===== src/rtl/accumulator_cmd_sequencer.sv =====
// Command sequencer in front of a 4-bit accumulator: one command per handshake, repeated 1..2^CNT_W cycles.
// Optional macro ACCU_SEQ_SATURATE_EN aborts an ADD on overflow instead of letting it wrap.
`timescale 1ns/1ps
module accumulator_cmd_sequencer #(
  parameter int CNT_W = 3
) (
  input  logic             i_CLK,
  input  logic             i_RST_N,
  input  logic             i_VALID,
  output logic             o_READY,
  input  logic [1:0]       i_OP,
  input  logic [3:0]       i_DATA,
  input  logic [CNT_W-1:0] i_REPEAT,
  output logic             o_ACC_EN,
  output logic [1:0]       o_ACC_C,
  output logic [3:0]       o_ACC_D,
  input  logic [3:0]       i_ACC_Q,
  input  logic             i_ACC_CARRY,
  output logic             o_DONE,
  output logic [3:0]       o_RESULT,
  output logic             o_CARRY,
  output logic             o_SAT
);

  typedef enum logic [1:0] {
    S_IDLE = 2'b00,
    S_EXEC = 2'b01,
    S_DONE = 2'b10
  } state_t;

  typedef enum logic [1:0] {
    OP_ADD   = 2'b00,
    OP_SUB   = 2'b01,
    OP_LOAD  = 2'b10,
    OP_CLEAR = 2'b11
  } op_t;

  state_t           state_q, state_d;
  op_t              op_q, op_d;
  logic [CNT_W-1:0] cnt_q, cnt_d;
  logic [1:0]       acc_c_q, acc_c_d;
  logic [3:0]       acc_d_q, acc_d_d;
  logic             carry_acc_q, carry_acc_d;
  logic [3:0]       result_q, result_d;
  logic             carry_q, carry_d;

  // CLEAR reuses the load path with a zero operand.
  function automatic logic [1:0] ctrl_of(input op_t op);
    unique case (op)
      OP_ADD:  ctrl_of = 2'b00;
      OP_SUB:  ctrl_of = 2'b01;
      default: ctrl_of = 2'b10;
    endcase
  endfunction

`ifdef ACCU_SEQ_SATURATE_EN
  logic sat_acc_q, sat_acc_d;
  logic sat_q, sat_d;
`endif

  // NOTE: every signal driven here gets a default first, so no path leaves one unassigned and no latch is inferred.
  always_comb begin
    state_d     = state_q;
    op_d        = op_q;
    cnt_d       = cnt_q;
    acc_c_d     = acc_c_q;
    acc_d_d     = acc_d_q;
    carry_acc_d = carry_acc_q;
    result_d    = result_q;
    carry_d     = carry_q;
`ifdef ACCU_SEQ_SATURATE_EN
    sat_acc_d   = sat_acc_q;
    sat_d       = sat_q;
`endif
    o_READY     = 1'b0;
    o_ACC_EN    = 1'b0;
    o_DONE      = 1'b0;

    unique case (state_q)
      S_IDLE: begin
        o_READY = 1'b1;
        if (i_VALID) begin
          op_d        = op_t'(i_OP);
          cnt_d       = i_REPEAT;
          acc_c_d     = ctrl_of(op_t'(i_OP));
          acc_d_d     = (op_t'(i_OP) == OP_CLEAR) ? 4'h0 : i_DATA;
          carry_acc_d = 1'b0;
`ifdef ACCU_SEQ_SATURATE_EN
          sat_acc_d   = 1'b0;
`endif
          state_d     = S_EXEC;
        end
      end

      S_EXEC: begin
        o_ACC_EN = 1'b1;
        cnt_d    = cnt_q - CNT_W'(1);
        if ((op_q == OP_ADD) || (op_q == OP_SUB)) begin
          carry_acc_d = carry_acc_q | i_ACC_CARRY;
        end
        if (cnt_q == '0) begin
          state_d = S_DONE;
        end
`ifdef ACCU_SEQ_SATURATE_EN
        // Suppress the overflowing ADD so the accumulator keeps its pre-overflow value.
        if ((op_q == OP_ADD) && i_ACC_CARRY) begin
          o_ACC_EN    = 1'b0;
          carry_acc_d = 1'b1;
          sat_acc_d   = 1'b1;
          state_d     = S_DONE;
        end
`endif
      end

      S_DONE: begin
        o_DONE   = 1'b1;
        result_d = i_ACC_Q;
        carry_d  = carry_acc_q;
`ifdef ACCU_SEQ_SATURATE_EN
        sat_d    = sat_acc_q;
`endif
        state_d  = S_IDLE;
      end

      default: state_d = S_IDLE;
    endcase
  end

  // NOTE: sequential state uses non-blocking assignments only, so every flop samples pre-edge values.
  always_ff @(posedge i_CLK or negedge i_RST_N) begin
    if (!i_RST_N) begin
      state_q     <= S_IDLE;
      op_q        <= OP_ADD;
      cnt_q       <= '0;
      acc_c_q     <= 2'b00;
      acc_d_q     <= 4'h0;
      carry_acc_q <= 1'b0;
      result_q    <= 4'h0;
      carry_q     <= 1'b0;
`ifdef ACCU_SEQ_SATURATE_EN
      sat_acc_q   <= 1'b0;
      sat_q       <= 1'b0;
`endif
    end else begin
      state_q     <= state_d;
      op_q        <= op_d;
      cnt_q       <= cnt_d;
      acc_c_q     <= acc_c_d;
      acc_d_q     <= acc_d_d;
      carry_acc_q <= carry_acc_d;
      result_q    <= result_d;
      carry_q     <= carry_d;
`ifdef ACCU_SEQ_SATURATE_EN
      sat_acc_q   <= sat_acc_d;
      sat_q       <= sat_d;
`endif
    end
  end

  assign o_ACC_C  = acc_c_q;
  assign o_ACC_D  = acc_d_q;
  assign o_RESULT = result_q;
  assign o_CARRY  = carry_q;
`ifdef ACCU_SEQ_SATURATE_EN
  assign o_SAT    = sat_q;
`else
  assign o_SAT    = 1'b0;
`endif

endmodule


===== config.mk =====
export PLATFORM = sky130hd
export DESIGN_NAME = accumulator_cmd_sequencer
export DESIGN_NICKNAME = d
export VERILOG_FILES = /design/src/rtl/accumulator_cmd_sequencer.sv
export SDC_FILE = /design/constraint.sdc
export NUM_CORES = 1
export LEC_CHECK = 0
export CELL_PAD_IN_SITES_DETAIL_PLACEMENT = 0
export CELL_PAD_IN_SITES_GLOBAL_PLACEMENT = 1
export CORE_UTILIZATION = 33
export CTS_BUF_LIST = sky130_fd_sc_hd__clkbuf_8
export CTS_CLUSTER_SIZE = 10
export DETAILED_ROUTE_END_ITERATION = 10
export PLACE_DENSITY_LB_ADDON = 0.1
export SLEW_MARGIN = 40
export SYNTH_ARGS = -nofsm -noshare
export SYNTH_HDL_FRONTEND = slang
export SYNTH_SLANG_ARGS = --single-unit

===== constraint.sdc =====
create_clock -name i_CLK -period 1.45 [get_ports i_CLK]
set_input_delay 0.29 -clock i_CLK [delete_from_list [all_inputs] [get_ports i_CLK]]
set_output_delay 0.29 -clock i_CLK [all_outputs]
set_load 0.01 [all_outputs]

==> flow_summary.toml <==
[clocking]
cts_buffers = 3
ctsHoldBuffers = 0
cts_buffer_depth = 2
cts_tree = "done"
clock_sinks = 18
cts_root_buf = "clkbuf_8"
clk_latency_ns = 0.25
post-cts-setup-buffer-count = 0
clk_pin_slew_ns = 0.07
cts_max_level = 1

[setup_path]
critPathRequiredTime_ns = 1.16
ff2ff_setup_slack_ns = 0.09
start_kind = "flop"
crit_buf_inv = 1
max_stage_delay_ns = 0.45
crit_path_end_kind = "primary output"
cp_slowest_cell = "dfrtp_2"
critPathKind = "flop to primary output"
cp_max_fo = 6
crit_family = "flip-flops"
cp.depth = 2
r2r_end = "o_ACC_D[2]"
cp.arrival_ns = 1.13
rr_worst_depth = 4
path_cells = "nor2b_2 -> clkdlybuf4s15_1"
r2r_start = "state_q[1]"

[grt]
grt_start_max_net_pins = 19
antenna_found_initial = 0
grt_remaining_overflow = 0
grt_pass1_vias = 579
grt_use_total = 0.1305
grt_pass1_wl_mm = 2.532

[place]
hpwl_mm = 1.173
placed_cell_area_um2 = 1171
gp_routability_congestion = 0.7460
io_buffers = 30

[logic_synthesis]
syn-cell-area_um2 = 828.3
synth.avg_cell_area_um2 = 11.50
yosysTopAreaCell = "dfrtp_1"
synth_top_cell_area_share = 0.5438
seq_area_frac_synth = 0.5438
netlist_instances = 72
ys_types = 25
ys_warn_count = 0
synth_area_leaders = "dfrtp_1 54%, mux2_2 6.8%, nand2_1 5.0%"
syn-num-nets = 91
ys_ff_latch = 18

[floorplanning]
row_count = 17
dieArea_um2 = 2714
die_w_um = 52.10
num_io_pins = 32
core_um2 = 2297
die_h_um = 52.10
start_util = 0.3606

[route]
wirelength_mm = 1.546
drt_first_pass_iters = 2
drc = 0
drt_iter0_markers = 6
viasPerCell = 4.610
wire_per_inst_um = 11.37
drtAntennaViolNets = 0
dr_total_vias = 627

[run]
maxCapViolCount = 0

[finish]
area_delta_synth_final_pct = 51.81
final_area_um2 = 1257
diodes = 0
multi_input_area_um2 = 334.1
drive_above_1_share = 0.2685
finalNetCount = 128
register_area_um2 = 452.9
nFillCells = 221

[timing]
fmax_mhz = 703.9
setup_viol = 0
maxSlewViolCount = 0
rsz0062_at_grt = "true"
period_needed_ns = 1.421
fin_skew_ns = 0.003450
hold_viol = 0
fin_crit_sh = 0.9798

[power]
pwr-share-comb = 0.448
power_frac_clock = 0.172
total_power_mw = 2.366
powerDensity_nw_per_um2 = 1882
swShare = 0.3186
intPower_mw = 1.612
p_switching_mw = 0.7538
power_frac_seq = 0.380
p_leak_nw = 0.6478
ir_drop_mv = 0.8913

[run_status]
outcome = "finished clean"

[hold_path]
holdCritPathClass = "input pin to async pin"
## power groups by stage
stage	Sequential, mW	Clock [mW]	Combinational (mW)
global route	0.930	0.438	1.17
finish	0.900	0.406	1.06
detailed placement	0.887	0	1.10
CTS	0.887	0.422	1.09
floorplan	0.930	0	0.536
global placement	0.884	0	1.08
## logic make-up after synthesis
group | Yosys count | synth area share
other cells | 1 | 0.004527
flops | 18 | 0.5438
compound gates | 13 | 0.1208
buf+inv | 11 | 0.07704
simple gates | 20 | 0.1193
mux | 7 | 0.1042
fa+ha+maj | 2 | 0.03021
## worst max path at each step
stage               slack, ns          to        from
finish                   0.03    o_ACC_EN  state_q[0]
global route            -0.02    o_ACC_EN  state_q[0]
CTS                    0.0002  o_ACC_C[1]  o_ACC_C[1]
detailed placement      -0.28  o_ACC_D[2]     i_VALID
global placement        -0.25  o_ACC_D[0]     i_VALID
floorplan                0.12  o_ACC_C[1]  state_q[1]
## state kept, by name, indices dropped and copies added (netlist names)
register,cells
o_ACC_D,4
o_RESULT,4
cnt_q,3
o_ACC_C,2
state_q,2
carry_acc_q,1
o_CARRY,1
op_q,1
## what timing repair did
item	4_1_cts	5_1_grt
endpoints found under the setup margin	9	9
pin swaps	0	0
gates resized for setup	9	13
## metrics by stage
| stage | cells | worst slack [ns] | TNS [ns] | hold WS [ns] | util |
|---|---|---|---|---|---|
| final | 136 | 0.02934 | 0 | 0.3621 | 0.5474 |
| after global routing | 136 | -0.02202 | -0.02202 | 0.3965 | 0.5474 |
| after CTS | 136 | 0.0001720 | 0 | 0.3691 | 0.5359 |
| after detailed placement | 132 | -0.2834 | -2.146 | 0.4678 | 0.5098 |
| after global placement | 132 | -0.2504 | -1.875 | 0.4674 | 0.5098 |
| after floorplan | 72 | 0.1239 | 0 | -0.005591 | - |
## layout make-up
| class | count | area share |
|---|---|---|
| sequential | 18 | 0.3602 |
| timing repair buffer | 36 | 0.2816 |
| multi-input combinational | 43 | 0.2657 |
| clock buffer | 4 | 0.04378 |
| tap | 28 | 0.02786 |
| inverter | 7 | 0.02090 |
## cell usage in the layout (no fill, tap or decap), types with 4 or more instances in the layout
cell type / netlist / layout
clkdlybuf4s50_1: 0 / 20
o21ai_2: 4 / 4
buf_4: 1 / 6
dfrtp_1: 18 / 16
mux2_2: 5 / 5
inv_1: 7 / 7
dlymetal6s2s_1: 0 / 6
nand2_1: 11 / 11
clkbuf_8: 1 / 4
## Yosys cell counts (all sizes together)
cell type	number
dfrtp	18
nand2	11
inv	7
mux2	7
o21ai	6
buf	3
nor2	3
a32oi	2
ha	2
nor2b	2
o21a	2
a21oi	1
a32o	1
and2	1
and4bb	1
clkbuf	1
conb	1
nand2b	1
o211ai	1
or3b	1
## layer usage
| metal | wire length (um) | GRT usage | share of wire | vias to the layer above |
|---|---|---|---|---|
| li1 | - | - | - | 311 |
| met5 | 0 | 0 | 0 | - |
| met2 | 719 | 0.2009 | 0.47 | 18 |
| met1 | 732 | 0.1713 | 0.47 | 296 |
| met4 | 9 | 0.06757 | 0.0058 | 0 |
| met3 | 85 | 0.02632 | 0.055 | 2 |
Power figures use the tool's default switching activity.
